$ cat config.mk
export PLATFORM = sky130hd
export DESIGN_NAME = operand_entry_flat
export DESIGN_NICKNAME = d
export VERILOG_FILES = /design/src/rtl/operand_entry_pkg.sv /design/src/rtl/operand_entry_if.sv /design/src/rtl/operand_entry_button_conditioner.sv /design/src/rtl/operand_entry.sv /design/src/flat_wrapper.sv
export SDC_FILE = /design/constraint.sdc
export NUM_CORES = 1
export LEC_CHECK = 0
export ABC_AREA = 0
export BUFFER_PORTS_ARGS = -buffer_cell sky130_fd_sc_hd__buf_4
export CORE_UTILIZATION = 60
export DETAILED_ROUTE_END_ITERATION = 8
export PLACE_DENSITY = 0.83
export REMOVE_ABC_BUFFERS = 1
export SLEW_MARGIN = 10
export SYNTH_ARGS = -nofsm -noshare
export SYNTH_HDL_FRONTEND = slang
export SYNTH_SLANG_ARGS = --single-unit
$ cat constraint.sdc
create_clock -name clk -period 4.5 [get_ports clk]
set_input_delay 0.675 -clock clk [delete_from_list [all_inputs] [get_ports clk]]
set_output_delay 0.675 -clock clk [all_outputs]
set_load 0.03 [all_outputs]
$ cat src/rtl/operand_entry_pkg.sv
// Shared types for the operand entry front end: FSM states and default operand width.
package operand_entry_pkg;

  localparam int unsigned DefaultDataW = 8;

  typedef enum logic [1:0] {
    StIdle,
    StCollect,
    StOffer
  } state_e;

endpackage

$ cat src/rtl/operand_entry_if.sv
// Operand pair handshake towards the adder datapath.
interface operand_entry_if
  import operand_entry_pkg::*;
#(
  parameter int unsigned DATA_W = DefaultDataW
);

  logic [DATA_W-1:0] op_a;
  logic [DATA_W-1:0] op_b;
  logic              op_valid;
  logic              op_ready;

  modport master (
    output op_a,
    output op_b,
    output op_valid,
    input  op_ready
  );

  modport slave (
    input  op_a,
    input  op_b,
    input  op_valid,
    output op_ready
  );

endinterface

$ cat src/rtl/operand_entry_button_conditioner.sv
// Synchronise and debounce one active-low push-button; emit a 1-cycle pulse per press.
module operand_entry_button_conditioner #(
  parameter int unsigned SYNC_STAGES     = 2,
  parameter int unsigned DEBOUNCE_CYCLES = 500000
) (
  input  logic clk,
  input  logic rst_n,
  input  logic button,
  output logic press
);

  localparam int unsigned CntW = $clog2(DEBOUNCE_CYCLES + 1);

  logic [SYNC_STAGES-1:0] sync_q;
  logic [CntW-1:0]        cnt_q, cnt_d;
  logic                   stable_q, stable_d;
  logic                   stable_prev_q;
  logic                   press_q;
  logic                   synced;

  assign synced = sync_q[SYNC_STAGES-1];

  always_comb begin
    cnt_d    = '0;
    stable_d = stable_q;
    if (synced != stable_q) begin
      // Accept the new level only after it has disagreed for DEBOUNCE_CYCLES counts.
      if (cnt_q == CntW'(DEBOUNCE_CYCLES)) begin
        stable_d = synced;
      end else begin
        cnt_d = cnt_q + CntW'(1);
      end
    end
  end

  always_ff @(posedge clk or negedge rst_n) begin
    if (!rst_n) begin
      sync_q        <= '1;
      cnt_q         <= '0;
      stable_q      <= 1'b1;
      stable_prev_q <= 1'b1;
      press_q       <= 1'b0;
    end else begin
      sync_q        <= {sync_q[SYNC_STAGES-2:0], button};
      cnt_q         <= cnt_d;
      stable_q      <= stable_d;
      stable_prev_q <= stable_q;
      press_q       <= stable_prev_q & ~stable_q;
    end
  end

  assign press = press_q;

endmodule

$ cat src/rtl/operand_entry.sv
// Button-driven operand capture: loads A/B from switches and offers the pair to the adder.
module operand_entry
  import operand_entry_pkg::*;
#(
  parameter int unsigned DATA_W          = DefaultDataW,
  parameter int unsigned SYNC_STAGES     = 2,
  parameter int unsigned DEBOUNCE_CYCLES = 500000
) (
  input  logic              clk,
  input  logic              rst_n,
  input  logic              button0,
  input  logic              button1,
  input  logic              button2,
  input  logic [DATA_W-1:0] switch1,
  operand_entry_if.master   bus,
  output logic              a_loaded,
  output logic              b_loaded,
  output logic              overrun,
  output logic [7:0]        xfer_cnt
);

  logic press_clr, press_a, press_b;

  operand_entry_button_conditioner #(
    .SYNC_STAGES     (SYNC_STAGES),
    .DEBOUNCE_CYCLES (DEBOUNCE_CYCLES)
  ) u_btn_clr (
    .clk    (clk),
    .rst_n  (rst_n),
    .button (button0),
    .press  (press_clr)
  );

  operand_entry_button_conditioner #(
    .SYNC_STAGES     (SYNC_STAGES),
    .DEBOUNCE_CYCLES (DEBOUNCE_CYCLES)
  ) u_btn_a (
    .clk    (clk),
    .rst_n  (rst_n),
    .button (button1),
    .press  (press_a)
  );

  operand_entry_button_conditioner #(
    .SYNC_STAGES     (SYNC_STAGES),
    .DEBOUNCE_CYCLES (DEBOUNCE_CYCLES)
  ) u_btn_b (
    .clk    (clk),
    .rst_n  (rst_n),
    .button (button2),
    .press  (press_b)
  );

  state_e            state_q, state_d;
  logic [DATA_W-1:0] op_a_q, op_a_d;
  logic [DATA_W-1:0] op_b_q, op_b_d;
  logic              a_loaded_q, a_loaded_d;
  logic              b_loaded_q, b_loaded_d;
  logic              op_valid_q, op_valid_d;
  logic              overrun_q, overrun_d;
  logic [7:0]        xfer_cnt_q, xfer_cnt_d;
  logic              xfer;

  assign xfer = op_valid_q & bus.op_ready;

  always_comb begin
    state_d    = state_q;
    op_a_d     = op_a_q;
    op_b_d     = op_b_q;
    a_loaded_d = a_loaded_q;
    b_loaded_d = b_loaded_q;
    op_valid_d = op_valid_q;
    overrun_d  = overrun_q;
    xfer_cnt_d = xfer_cnt_q;

    unique case (state_q)
      StIdle, StCollect: begin
        if (press_a) begin
          op_a_d     = switch1;
          a_loaded_d = 1'b1;
        end
        if (press_b) begin
          op_b_d     = switch1;
          b_loaded_d = 1'b1;
        end
        if (a_loaded_d && b_loaded_d) begin
          state_d    = StOffer;
          op_valid_d = 1'b1;
        end else if (a_loaded_d || b_loaded_d) begin
          state_d = StCollect;
        end
      end
      StOffer: begin
        // Operands are frozen while offered; a load attempt only flags the overrun.
        if (press_a || press_b) begin
          overrun_d = 1'b1;
        end
        if (xfer) begin
          xfer_cnt_d = xfer_cnt_q + 8'd1;
          a_loaded_d = 1'b0;
          b_loaded_d = 1'b0;
          op_valid_d = 1'b0;
          state_d    = StIdle;
        end
      end
      default: state_d = StIdle;
    endcase

    // Clear wins over everything except the transfer count already taken above.
    if (press_clr) begin
      op_a_d     = '0;
      op_b_d     = '0;
      a_loaded_d = 1'b0;
      b_loaded_d = 1'b0;
      op_valid_d = 1'b0;
      overrun_d  = 1'b0;
      state_d    = StIdle;
    end
  end

  always_ff @(posedge clk or negedge rst_n) begin
    if (!rst_n) begin
      state_q    <= StIdle;
      op_a_q     <= '0;
      op_b_q     <= '0;
      a_loaded_q <= 1'b0;
      b_loaded_q <= 1'b0;
      op_valid_q <= 1'b0;
      overrun_q  <= 1'b0;
      xfer_cnt_q <= 8'd0;
    end else begin
      state_q    <= state_d;
      op_a_q     <= op_a_d;
      op_b_q     <= op_b_d;
      a_loaded_q <= a_loaded_d;
      b_loaded_q <= b_loaded_d;
      op_valid_q <= op_valid_d;
      overrun_q  <= overrun_d;
      xfer_cnt_q <= xfer_cnt_d;
    end
  end

  assign bus.op_a     = op_a_q;
  assign bus.op_b     = op_b_q;
  assign bus.op_valid = op_valid_q;
  assign a_loaded     = a_loaded_q;
  assign b_loaded     = b_loaded_q;
  assign overrun      = overrun_q;
  assign xfer_cnt     = xfer_cnt_q;

endmodule
$ cat src/flat_wrapper.sv
// flat-port wrapper written by rule: the top's interface ports become plain ports
module operand_entry_flat import operand_entry_pkg::*;
#(
  parameter int unsigned DATA_W          = DefaultDataW,
  parameter int unsigned SYNC_STAGES     = 2,
  parameter int unsigned DEBOUNCE_CYCLES = 500000
)
  (clk, rst_n, button0, button1, button2, switch1, a_loaded, b_loaded, overrun, xfer_cnt, bus_op_a, bus_op_b, bus_op_valid, bus_op_ready);
  operand_entry_if #(.DATA_W(DATA_W)) bus_i ();
  input  logic clk;
  input  logic rst_n;
  input  logic button0;
  input  logic button1;
  input  logic button2;
  input  logic [DATA_W-1:0] switch1;
  output logic a_loaded;
  output logic b_loaded;
  output logic overrun;
  output logic [7:0] xfer_cnt;
  output wire logic [$bits(bus_i.op_a)-1:0] bus_op_a;
  output wire logic [$bits(bus_i.op_b)-1:0] bus_op_b;
  output wire logic [$bits(bus_i.op_valid)-1:0] bus_op_valid;
  input wire logic [$bits(bus_i.op_ready)-1:0] bus_op_ready;
  assign bus_op_a = bus_i.op_a;
  assign bus_op_b = bus_i.op_b;
  assign bus_op_valid = bus_i.op_valid;
  assign bus_i.op_ready = bus_op_ready;
  operand_entry #(.DATA_W(DATA_W), .SYNC_STAGES(SYNC_STAGES), .DEBOUNCE_CYCLES(DEBOUNCE_CYCLES)) u_core (.clk(clk), .rst_n(rst_n), .button0(button0), .button1(button1), .button2(button2), .switch1(switch1), .bus(bus_i), .a_loaded(a_loaded), .b_loaded(b_loaded), .overrun(overrun), .xfer_cnt(xfer_cnt));
endmodule
# Yosys cells after proc, flatten, opt, wreduce, memory -nomap -nowiden
# Index checks and enable logic that the tools add are counted.
# Widths: inputs -> output; s select.
# word_totals
ff_bits,102
inputBits,14
output_inout_bits,28
word_cells,98
# classes
addsub,4
eq_ne,11
n_mux,32
n_bitwise,7
n_reduce_logical,21
# op_table
cell,n
$mux 19,6
$add 19x1->19 const B,3
$eq 19x19->1 const B,3
$mux 8,6
$reduce_and 2->1,9
$mux 1,12
$reduce_bool 2->1,5
$add 8x1->8 const B,1
$mux 2,4
$ne 3x2->1 const B,2
$pmux 1 s2,3
$and 1x1->1,4
$ne 4x2->1 const B,1
$pmux 2 s2,1
$ne 1x1->1,3
$not 1->1,3
$reduce_and 3->1,1
$reduce_bool 3->1,1
$eq 2x1->1 const B,1
$eq 2x2->1 const B,1
$logic_not 2->1,1
$logic_or 1x1->1,2
$reduce_or 2->1,1
$logic_and 1x1->1,1

# Longest topological paths before layout
# logic_depth
depth_word,8
mapped_depth,8
mapped_depth_nobuf,6

# Modules after synthesis
# A second synthesis with hierarchy kept.
# unflattened
cells_unflattened,458
hier_area_um2,4798.4
# by_module_without_submodules
mod,instances,cells_each,area_each_um2,seq_area_each_um2
operand_entry_button_conditioner,3,110,1171.1,605.6
operand_entry,1,128,1285.0,750.7

# Worst setup path after synthesis
# Ideal clock, no wire load.
# synth_path
kind,register to register
start,register u_core.u_btn_clr.cnt_q[14]
end,register u_core.u_btn_clr.cnt_q[11]
setup_ns,0.119
arrival_ns,1.886
required_time_ns,4.381
slack_ns,2.495
stages_incl_launch_ff,6
path_buffers,1
period_less_slack_ns,2.005
cell_sequence,dfrtp_1 -> or4_1 -> or4_4 -> o21ai_4 -> buf_6 -> nor2_1
# synth_between
elab_chain_len,3
# synth_rtl
element,line_no,rtl
from (decl),operand_entry_button_conditioner.sv:15,"logic [CntW-1:0] cnt_q, cnt_d;"
from (signal assigned),operand_entry_button_conditioner.sv:45,cnt_q <= cnt_d;
$eq 19x19->1,operand_entry_button_conditioner.sv:28,if (cnt_q == CntW'(DEBOUNCE_CYCLES)) begin
$mux 19,operand_entry_button_conditioner.sv:28,
$mux 19,operand_entry_button_conditioner.sv:26,if (synced != stable_q) begin
via u_core.u_btn_clr.cnt_d[11],operand_entry_button_conditioner.sv:15,
# The timed path passes the listed nets, and every way through them passes these cells.
# A chain may end at the register's enable or synchronous reset.

# Final worst setup path
# layout_path
start,register u_core.u_btn_clr.cnt_q[14]
end,register u_core.u_btn_clr.cnt_q[12]
# Same word-level chain as after synthesis.

==> impl_metrics.csv <==
group,metric,value,unit
grt,grt_max_degree,56,
sta,tightestPinTransition,0.732,ns
synthesis,yosysUniqueCellTypes,39,
route,post_drt_wl_per_cell,14.3,um
clock_tree,clockBufferDepth,2,
route,vias_per_cell,5.73,
die,initial_utilization,62.8,%
run_status,outcome,"complete, no violations",
worst_setup_path,r2r_setup_slack,2.28,ns
run,cap_violations,0,
grt,grt_pass1_vias,3369,
route,drc_errors,0,
clock_tree,clk_pin_slew,0.10,ns
clock_tree,postCtsResizedCells,0,
synthesis,synth-seq-cells,102,
worst_setup_path,crit_type,"flop to flop",
sta,setup_tns,0,ns
clock_tree,hold_buffers,0,
route,antenna_left,0,
layout,final_nets,517,
route,drt_iter0_markers,155,
sta,fmax,0.451,GHz
synthesis,synthCells,455,
die,rows,31,
placement,place_hpwl,5750,um
synthesis,syn-cell-area,4620,um2
worst_setup_path,crit_required,4.73,ns
clock_tree,clock_latency,0.37,ns
sta,rsz0062_at_grt,"no",
sta,min_period,2.22,ns
layout,post-route-util,70.8,%
worst_setup_path,cp-end-kind,"flop",
worst_setup_path,startpoint_type,"flop",
placement,placed_area,5010,um2
die,die_area,8060,um2
die,io_pins,42,
synthesis,postSynthAreaPerCell,10.2,um2
worst_setup_path,timing.rr.end,"u_core.u_btn_clr.cnt_q[12]",
hold_path,hold_path.class,"primary input to asynchronous set/reset pin",
synthesis,ys_seq_area_share,55.5,%
grt,antenna_found_initial,0,
die,core-area,7370,um2
clock_tree,post_cts_buffers,0,
layout,stdcell_count,600,
worst_setup_path,worst_r2r_path_depth,4,
worst_setup_path,r2r_start,"u_core.u_btn_clr.cnt_q[14]",
route,vias,3436,
placement,globalplace.congestion,0.795,
sta,hold_viol,0,
worst_setup_path,crit_fanout,19,
clock_tree,htree_levels,3,
sta,period_share,49.3,%
pwr,p_leak,2.24,nW
grt,grt_usage,23.9,%
sta,slew_viol_final,0,
layout,area_delta_synth_final,12.9,%
placement,place_inst,584,
die,die_w,89.8,um
sta,setup-violations-final,0,
die,die_h,89.8,um
grt,grt_remaining_overflow,0,
worst_setup_path,arrival,2.45,ns
route,dr.pass1.iters,5,
clock_tree,cts-root-buf,"clkbuf_8",
pwr,p_per_area,303,nW/um2
layout,drive_above_1_share,16.4,%
route,wl,8560,um
pwr,ir_drop,176,uV
clock_tree,numCtsBuffers,9,
synthesis,yosys_warnings,0,
placement,io_buffer_count,41,
clock_tree,tritoncts,"built",
clock_tree,cts.sinks,102,
pwr,power,0.00158,W
sta,finalClockSkew,0.00509,ns
layout,finalInstanceArea,5220,um2
worst_setup_path,setup.worst_path.start,"u_core.u_btn_clr.cnt_q[14]",
sta,maxSlewHeadroom,51.2,%
layout,antenna_cells,0,
grt,grt_pass1_wl,15700,um
[through the flow]
step,worst slack [ns],hold slack [ns]
after CTS,2.23,0.361
final,2.28,0.328
after global placement,2.37,0.347
after floorplan,2.51,0.345
after global routing,2.17,0.367
after detailed placement,2.27,0.347
[flip-flops by register name, indices dropped and copies added (netlist names), 2 cells and up]
| name | cells |
|---|---|
| u_core.u_btn_clr.cnt_q | 19 |
| u_core.u_btn_a.cnt_q | 19 |
| u_core.xfer_cnt | 8 |
| u_core.u_btn_a.sync_q | 2 |
| u_core.u_btn_b.cnt_q | 19 |
| u_core.u_btn_b.sync_q | 2 |
| u_core.state_q | 2 |
| u_core.u_btn_clr.sync_q | 2 |
| u_core.bus.op_a | 8 |
| u_core.bus.op_b | 8 |
[cells by family (layout without fill, tap and decap cells)]
logic type	after synthesis	in the layout	share of synthesized area (%)
xor gates and xnor gates	53	53	10.0
buffers and inverters	28	74	2.46
DFF	102	102	55.5
and+or+nand+nor	219	219	23.7
AOI/OAI and AO/OA	42	42	5.47
adders and majority gates	7	7	1.89
muxes	4	4	0.947
[placed cells by master, fill, tap and decap left out, drive strengths merged, types with 4 or more instances in the layout]
cell type | Yosys | routed
dfrtp | 90 | 90
clkbuf | 9 | 9
or4 | 4 | 4
a21oi | 29 | 29
xor2 | 16 | 16
ha | 7 | 7
nand3 | 22 | 22
buf | 3 | 42
nand2 | 49 | 49
nor4b | 9 | 9
nand4 | 21 | 21
dfstp | 12 | 12
nor2 | 64 | 64
nor2b | 8 | 8
xnor2 | 37 | 37
and4 | 4 | 4
and3 | 6 | 6
nor3 | 10 | 10
nor4 | 12 | 12
inv | 16 | 18
[worst max-delay path, cell delays in order (launching register included)]
cell and delay (ns):
dfrtp_1 0.45, or4_1 0.54, or4_4 0.52, o21ai_4 0.45, nor2_1 0.12
[power by group]
part / switching, W / internal (W)
sequential: 0.0000105 / 0.000928
combinational: 0.0000368 / 0.0000186
clock: 0.000324 / 0.000265
[metal layers]
metal	track usage, %	wire (um)	vias to the layer above
met3	4.15	332	16
met4	8.61	157	0
met5	0	0	-
met2	39.6	4160	83
met1	31.8	3910	1687
li1	-	-	1650
[how the worst max path moves through the flow]
stage	endpoint	slack, ns	cells past startpoint
finish	u_core.u_btn_clr.cnt_q[12]	2.28	4
global route	u_core.u_btn_clr.cnt_q[12]	2.17	4
CTS	u_core.u_btn_a.cnt_q[6]	2.23	4
detailed placement	u_core.u_btn_a.cnt_q[6]	2.27	4
global placement	u_core.u_btn_clr.cnt_q[12]	2.37	4
floorplan	u_core.u_btn_clr.cnt_q[10]	2.51	4
[cell type report]
class	instances	area, um2
clock buffer	9	124
clock inverter	7	82.6
fill	559	2150
inverter	16	60.1
multi-input combinational	325	1950
sequential	102	2570
tap	99	124
timing repair buffer	42	315
[cells in the mapped netlist, drive strengths merged]
library cell	instances	area share (%)
a211oi	1	0.16
a21bo	1	0.22
a21oi	29	3.1
a31o	3	0.57
and3	6	0.81
and4	4	0.76
buf	3	0.43
clkbuf	9	0.73
dfrtp	90	49
dfstp	12	6.8
ha	7	1.9
inv	16	1.3
mux2	3	0.73
mux2i	1	0.22
nand2	49	4.0
nand2b	2	0.27
nand3	22	2.4
nand3b	1	0.16
nand4	21	2.8
nand4b	2	0.38
nor2	64	5.2
nor2b	8	1.1
nor3	10	1.1
nor4	12	1.6
nor4b	9	1.7
o21ai	3	0.57
o21bai	1	0.16
o22ai	1	0.14
o31ai	2	0.32
o41ai	1	0.19
or2	2	0.27
or3	3	0.41
or4	4	0.73
xnor2	37	7.0
xor2	16	3.0
Note: power is estimated with default switching activity, not from simulation.
